$ cat src/rtl/sdram_rw_sched.sv
// Write/read burst scheduler that runs a circular SDRAM region between two user FIFOs and sdram_ctrl.
// Optional SDRAM_SCHED_LEVEL_CHECK_EN: track buffered words and block underrun/overrun.
module sdram_rw_sched #(
  parameter int          BURST_LEN    = 256,
  parameter logic [23:0] ADDR_BASE    = 24'h000000,
  parameter int          REGION_WORDS = 4096,
  parameter int          FIFO_DEPTH   = 1024
) (
  input  logic        clk,
  input  logic        rst,
  input  logic        clr,
  input  logic [10:0] wr_fifo_cnt,
  input  logic [10:0] rd_fifo_cnt,
  input  logic        wr_ack,
  input  logic        rd_ack,
  output logic        wr_req,
  output logic [23:0] wr_addr,
  output logic [9:0]  wr_burst_len,
  output logic        rd_req,
  output logic [23:0] rd_addr,
  output logic [9:0]  rd_burst_len,
  output logic        busy,
  output logic [24:0] level
);

  localparam logic [23:0] BL24     = 24'(BURST_LEN);
  localparam logic [23:0] ADDR_END = ADDR_BASE + 24'(REGION_WORDS);
  localparam logic [10:0] BL11     = 11'(BURST_LEN);
  localparam logic [10:0] RD_ROOM  = 11'(FIFO_DEPTH - BURST_LEN);
`ifdef SDRAM_SCHED_LEVEL_CHECK_EN
  localparam logic [24:0] BL25     = 25'(BURST_LEN);
  localparam logic [24:0] LVL_MAX  = 25'(REGION_WORDS - BURST_LEN);
`endif

  typedef enum logic [2:0] {IDLE, WR_REQ, WR_BURST, RD_REQ, RD_BURST} state_t;

  state_t      state;
  logic        wr_ack_q, rd_ack_q;
  logic        last_wr;
  logic        clr_pend;
  logic        we, re;
  logic [23:0] wr_next, rd_next;

  assign wr_burst_len = 10'(BURST_LEN);
  assign rd_burst_len = 10'(BURST_LEN);

  always_comb begin
    we = (wr_fifo_cnt >= BL11);
    re = (rd_fifo_cnt <= RD_ROOM);
`ifdef SDRAM_SCHED_LEVEL_CHECK_EN
    we = we && (level <= LVL_MAX);
    re = re && (level >= BL25);
`endif
    wr_next = (wr_addr + BL24 == ADDR_END) ? ADDR_BASE : wr_addr + BL24;
    rd_next = (rd_addr + BL24 == ADDR_END) ? ADDR_BASE : rd_addr + BL24;
  end

`ifndef SDRAM_SCHED_LEVEL_CHECK_EN
  assign level = '0;
`endif

  // The address outputs double as the burst pointers; they only move on completion.
  always_ff @(posedge clk or posedge rst) begin
    if (rst) begin
      state    <= IDLE;
      wr_req   <= 1'b0;
      rd_req   <= 1'b0;
      busy     <= 1'b0;
      wr_addr  <= ADDR_BASE;
      rd_addr  <= ADDR_BASE;
      wr_ack_q <= 1'b0;
      rd_ack_q <= 1'b0;
      last_wr  <= 1'b0;
      clr_pend <= 1'b0;
`ifdef SDRAM_SCHED_LEVEL_CHECK_EN
      level    <= '0;
`endif
    end else begin
      wr_ack_q <= wr_ack;
      rd_ack_q <= rd_ack;
      if (clr && state != IDLE) clr_pend <= 1'b1;
      case (state)
        IDLE: begin
          if (clr) begin
            wr_addr  <= ADDR_BASE;
            rd_addr  <= ADDR_BASE;
            clr_pend <= 1'b0;
`ifdef SDRAM_SCHED_LEVEL_CHECK_EN
            level    <= '0;
`endif
          end else if (we && !(re && last_wr)) begin
            state  <= WR_REQ;
            wr_req <= 1'b1;
            busy   <= 1'b1;
          end else if (re) begin
            state  <= RD_REQ;
            rd_req <= 1'b1;
            busy   <= 1'b1;
          end
        end
        WR_REQ: begin
          if (wr_ack) begin
            state  <= WR_BURST;
            wr_req <= 1'b0;
          end
        end
        WR_BURST: begin
          if (wr_ack_q && !wr_ack) begin
            state    <= IDLE;
            busy     <= 1'b0;
            last_wr  <= 1'b1;
            clr_pend <= 1'b0;
            // A clear arriving with or before completion takes precedence over the pointer step.
            if (clr || clr_pend) begin
              wr_addr <= ADDR_BASE;
              rd_addr <= ADDR_BASE;
`ifdef SDRAM_SCHED_LEVEL_CHECK_EN
              level   <= '0;
`endif
            end else begin
              wr_addr <= wr_next;
`ifdef SDRAM_SCHED_LEVEL_CHECK_EN
              level   <= level + BL25;
`endif
            end
          end
        end
        RD_REQ: begin
          if (rd_ack) begin
            state  <= RD_BURST;
            rd_req <= 1'b0;
          end
        end
        RD_BURST: begin
          if (rd_ack_q && !rd_ack) begin
            state    <= IDLE;
            busy     <= 1'b0;
            last_wr  <= 1'b0;
            clr_pend <= 1'b0;
            if (clr || clr_pend) begin
              wr_addr <= ADDR_BASE;
              rd_addr <= ADDR_BASE;
`ifdef SDRAM_SCHED_LEVEL_CHECK_EN
              level   <= '0;
`endif
            end else begin
              rd_addr <= rd_next;
`ifdef SDRAM_SCHED_LEVEL_CHECK_EN
              level   <= level - BL25;
`endif
            end
          end
        end
        default: state <= IDLE;
      endcase
    end
  end

endmodule

$ cat config.mk
export PLATFORM = sky130hd
export DESIGN_NAME = sdram_rw_sched
export DESIGN_NICKNAME = d
export VERILOG_FILES = /design/src/rtl/sdram_rw_sched.sv
export SDC_FILE = /design/constraint.sdc
export NUM_CORES = 1
export LEC_CHECK = 0
export BUFFER_PORTS_ARGS = -buffer_cell sky130_fd_sc_hd__buf_2
export CAP_MARGIN = 20
export CORE_UTILIZATION = 40
export CTS_CLUSTER_DIAMETER = 200
export CTS_CLUSTER_SIZE = 10
export DETAILED_ROUTE_END_ITERATION = 16
export PLACE_DENSITY = 0.67
export SYNTH_ARGS = -nofsm -noshare
export SYNTH_HDL_FRONTEND = slang
export SYNTH_SLANG_ARGS = --single-unit
$ cat constraint.sdc
create_clock -name clk -period 3.34 [get_ports clk]
set_input_delay 0.668 -clock clk [delete_from_list [all_inputs] [get_ports clk]]
set_output_delay 0.668 -clock clk [all_outputs]
set_load 0.01 [all_outputs]
==> impl_results.md <==
- Final Setup Violations: 0
- CP max FO: 9
- Post CTS Setup Buffer Count: 0
- Worst-Margin Slew: 0.801 ns
- FF+latch count, synth: 42
- Core Rows: 32
- Final Max Tran Viols: 0
- Synth top cells by count: 61 x buf_4, 42 x dfrtp_1, 38 x o21ai_0
- Setup_tns: 0 ns
- Clock Tree Buf Depth: 2
- Antenna diode count: 0
- Initial antenna violation count: 0
- Clock latency on the worst-skew pair: around 0.3 ns
- Port buffer count: 53
- Unrepaired setup endpoints after global routing: false
- Clock Skew: 0.0116 ns
- Leak: roughly 1.6 nW
- Detailed-route via count: around 2800
- First-pass GRT wire length: around 11000 um
- Sequential area share after synthesis: about a third
- Asr flop ratio synth: 100%
- Post-Route WL: 6940 um
- Synth warn: 0
- Die height: between 90 and 100 um
- Post-synth top flop: dfrtp_1
- Crit. End Element: flop
- Final hold slack: 0.491 ns
- Routed length per instance: around 13 um
- Largest net degree at the start of global routing: 23
- # hold bufs at CTS: 0
- Status: completed
- Number of H-tree levels: 2
- Non-filler cells, final: approximately 550
- Placed insts: approximately 540
- Reg clk slew, reported paths: around 0.08 ns
- Vias in the first global route: around 2400
- Cell variety after synth: 52
- Core area: approximately 0.008 sq mm
- Critical path type: flop to flop
- Arrival time of the worst setup path: about 2.8 ns
- CTS resizes: 0
- Post-synth top area share: roughly 32%
- Fmax: 0.383 GHz
- DRC: 0
- Startpoint types: flop
- Ratio of cells with drive above 1 in the final layout: ~17%
- Top post-synthesis cells by area: dfrtp_1 32%, buf_4 14%, o21ai_0 5.9%, o31ai_1 4.9%, nand3_1 4.0%
- Gpl congestion: ~0.82
- Clock root cell: clkbuf_8
- Tcrit/Tclk final: between 70 and 80%
- CTS tree: built
- Cells after synthesis: 402
- I/O pin count: around 120
- Relative slew slack: a little under half
- Critical Path RT: between 3 and 4 ns
- Max Cap Viol: 0
- Avg Cell Area, Syn: approximately 8.0 sq um
- Final ANT Viol Nets: 0
- GR Util All Layers: between 10% and 20%
- Hold Fails Final Rpt: 0
- Nets@finish: 476
- Vias/cell: 5.09
- Post-Syn Area: between 0.003 and 0.004 sq mm
- Starting Density: a little over two fifths
- Worst R2R Setup Slack: approximately 0.73 ns
- Post-layout minimum cycle time: 2.61 ns
- Gr ovfl total: 0
- Post-synth EDFFs: 0
- Area growth, synth to finish: 6.30%
- Worst hold path class: flop to flop
- Die area: 0.00845 sq mm
- Drt first pass iters: 4
- Die W: approximately 92 um
- Total CTS buffers: 5
- # fillers: 807
- Power per cell area: about 410 mW/mm^2
- Maximum vdd drop: roughly 0.20 mV
- Initial DRC count: a little over 100
- Post-DP HPWL: just over 5000 um
- Final core utilization: about 44%
- Most common cell in the netlist: buf_4
- Clock sinks: 42
- Area leader, netlist: dfrtp_1
[logic make-up after synthesis]
logic type	Yosys count	synth area share, %
muxes	4	1.28
DFF	42	32.5
and+or+nand+nor	148	23.8
xor gates and xnor gates	9	2.44
AOI/OAI and AO/OA	103	20.5
buffers and inverters	91	18.2
adders and majority gates	3	1.16
other	2	0.232
[area by class of cell]
class / count / area [sq um] / share of cell area (%)
clock inverter: 1 / 5.00 / 0.146
sequential: 42 / 1050 / 30.6
inverter: 9 / 33.8 / 0.982
timing repair buffer: 60 / 318 / 9.24
multi-input combinational: 328 / 1820 / 52.9
clock buffer: 7 / 86.3 / 2.51
tap: 102 / 128 / 3.71
[state kept, by name, summed over array words and instances (netlist names)]
name / cells
busy: 1
wr_addr: 16
rd_req: 1
clr_pend: 1
last_wr: 1
rd_ack_q: 1
state: 3
wr_ack_q: 1
wr_req: 1
rd_addr: 16
[report_power, final]
group          total (mW)  switching, mW  leakage [nW]  internal [mW]
logic               0.451          0.286         0.973          0.164
registers           0.629         0.0743         0.562          0.554
clock network       0.347          0.180        0.0482          0.167
[layer usage]
layer / GRT usage (%) / up-vias / part of all wire (%)
met1: 21.2 / 1311 / 45
li1: - / 1399 / -
met5: 0 / - / 0
met2: 28.1 / 77 / 49
met4: 4.17 / 0 / 0.98
met3: 3.07 / 10 / 4.7
[final timing paths]
path / start / to / cells past startpoint
max in group asynchronous: rst / rd_addr[10] / 3
worst max-delay path: rd_addr[8] / rd_addr[8] / 7
worst min register to register: busy / busy / 1
worst min-delay path: busy / busy / 1
min in group asynchronous: rst / wr_ack_q / 2
worst max register to register: rd_addr[8] / rd_addr[8] / 7
[through the flow]
stage	total power, mW	setup WS, ns	area, sq um
floorplan	1.00	1.06	3460
detailed placement	1.09	0.605	3350
finish	1.43	0.728	3440
global placement	1.08	0.696	3350
CTS	1.44	0.740	3440
global route	1.53	0.532	3440
[critical path: stages, from the launching register on]
cell and delay, ns:
dfrtp_1 0.49, ha_1 0.35, nand3_1 0.21, nor3_1 0.50
and3_1 0.28, o211ai_1 0.09, o31ai_1 0.40, o21ai_0 0.16
[layout by cell type (no fill, tap or decap), drive strengths merged, types with 2 or more instances in the layout]
cell type	count
and2	2
o21ai	38
nor2	33
inv	9
nand3	27
o31ai	21
o21a	2
nor2b	4
a21boi	3
mux2i	3
xnor2	9
ha	3
nor3	6
buf	60
conb	61
o211ai	3
o41ai	5
nand2	27
or2	6
o21bai	2
a31oi	8
or3	5
clkbuf	7
and3	8
a21oi	14
nand4	7
nor4	7
nand2b	10
dfrtp	42
Power figures use the tool's default switching activity.
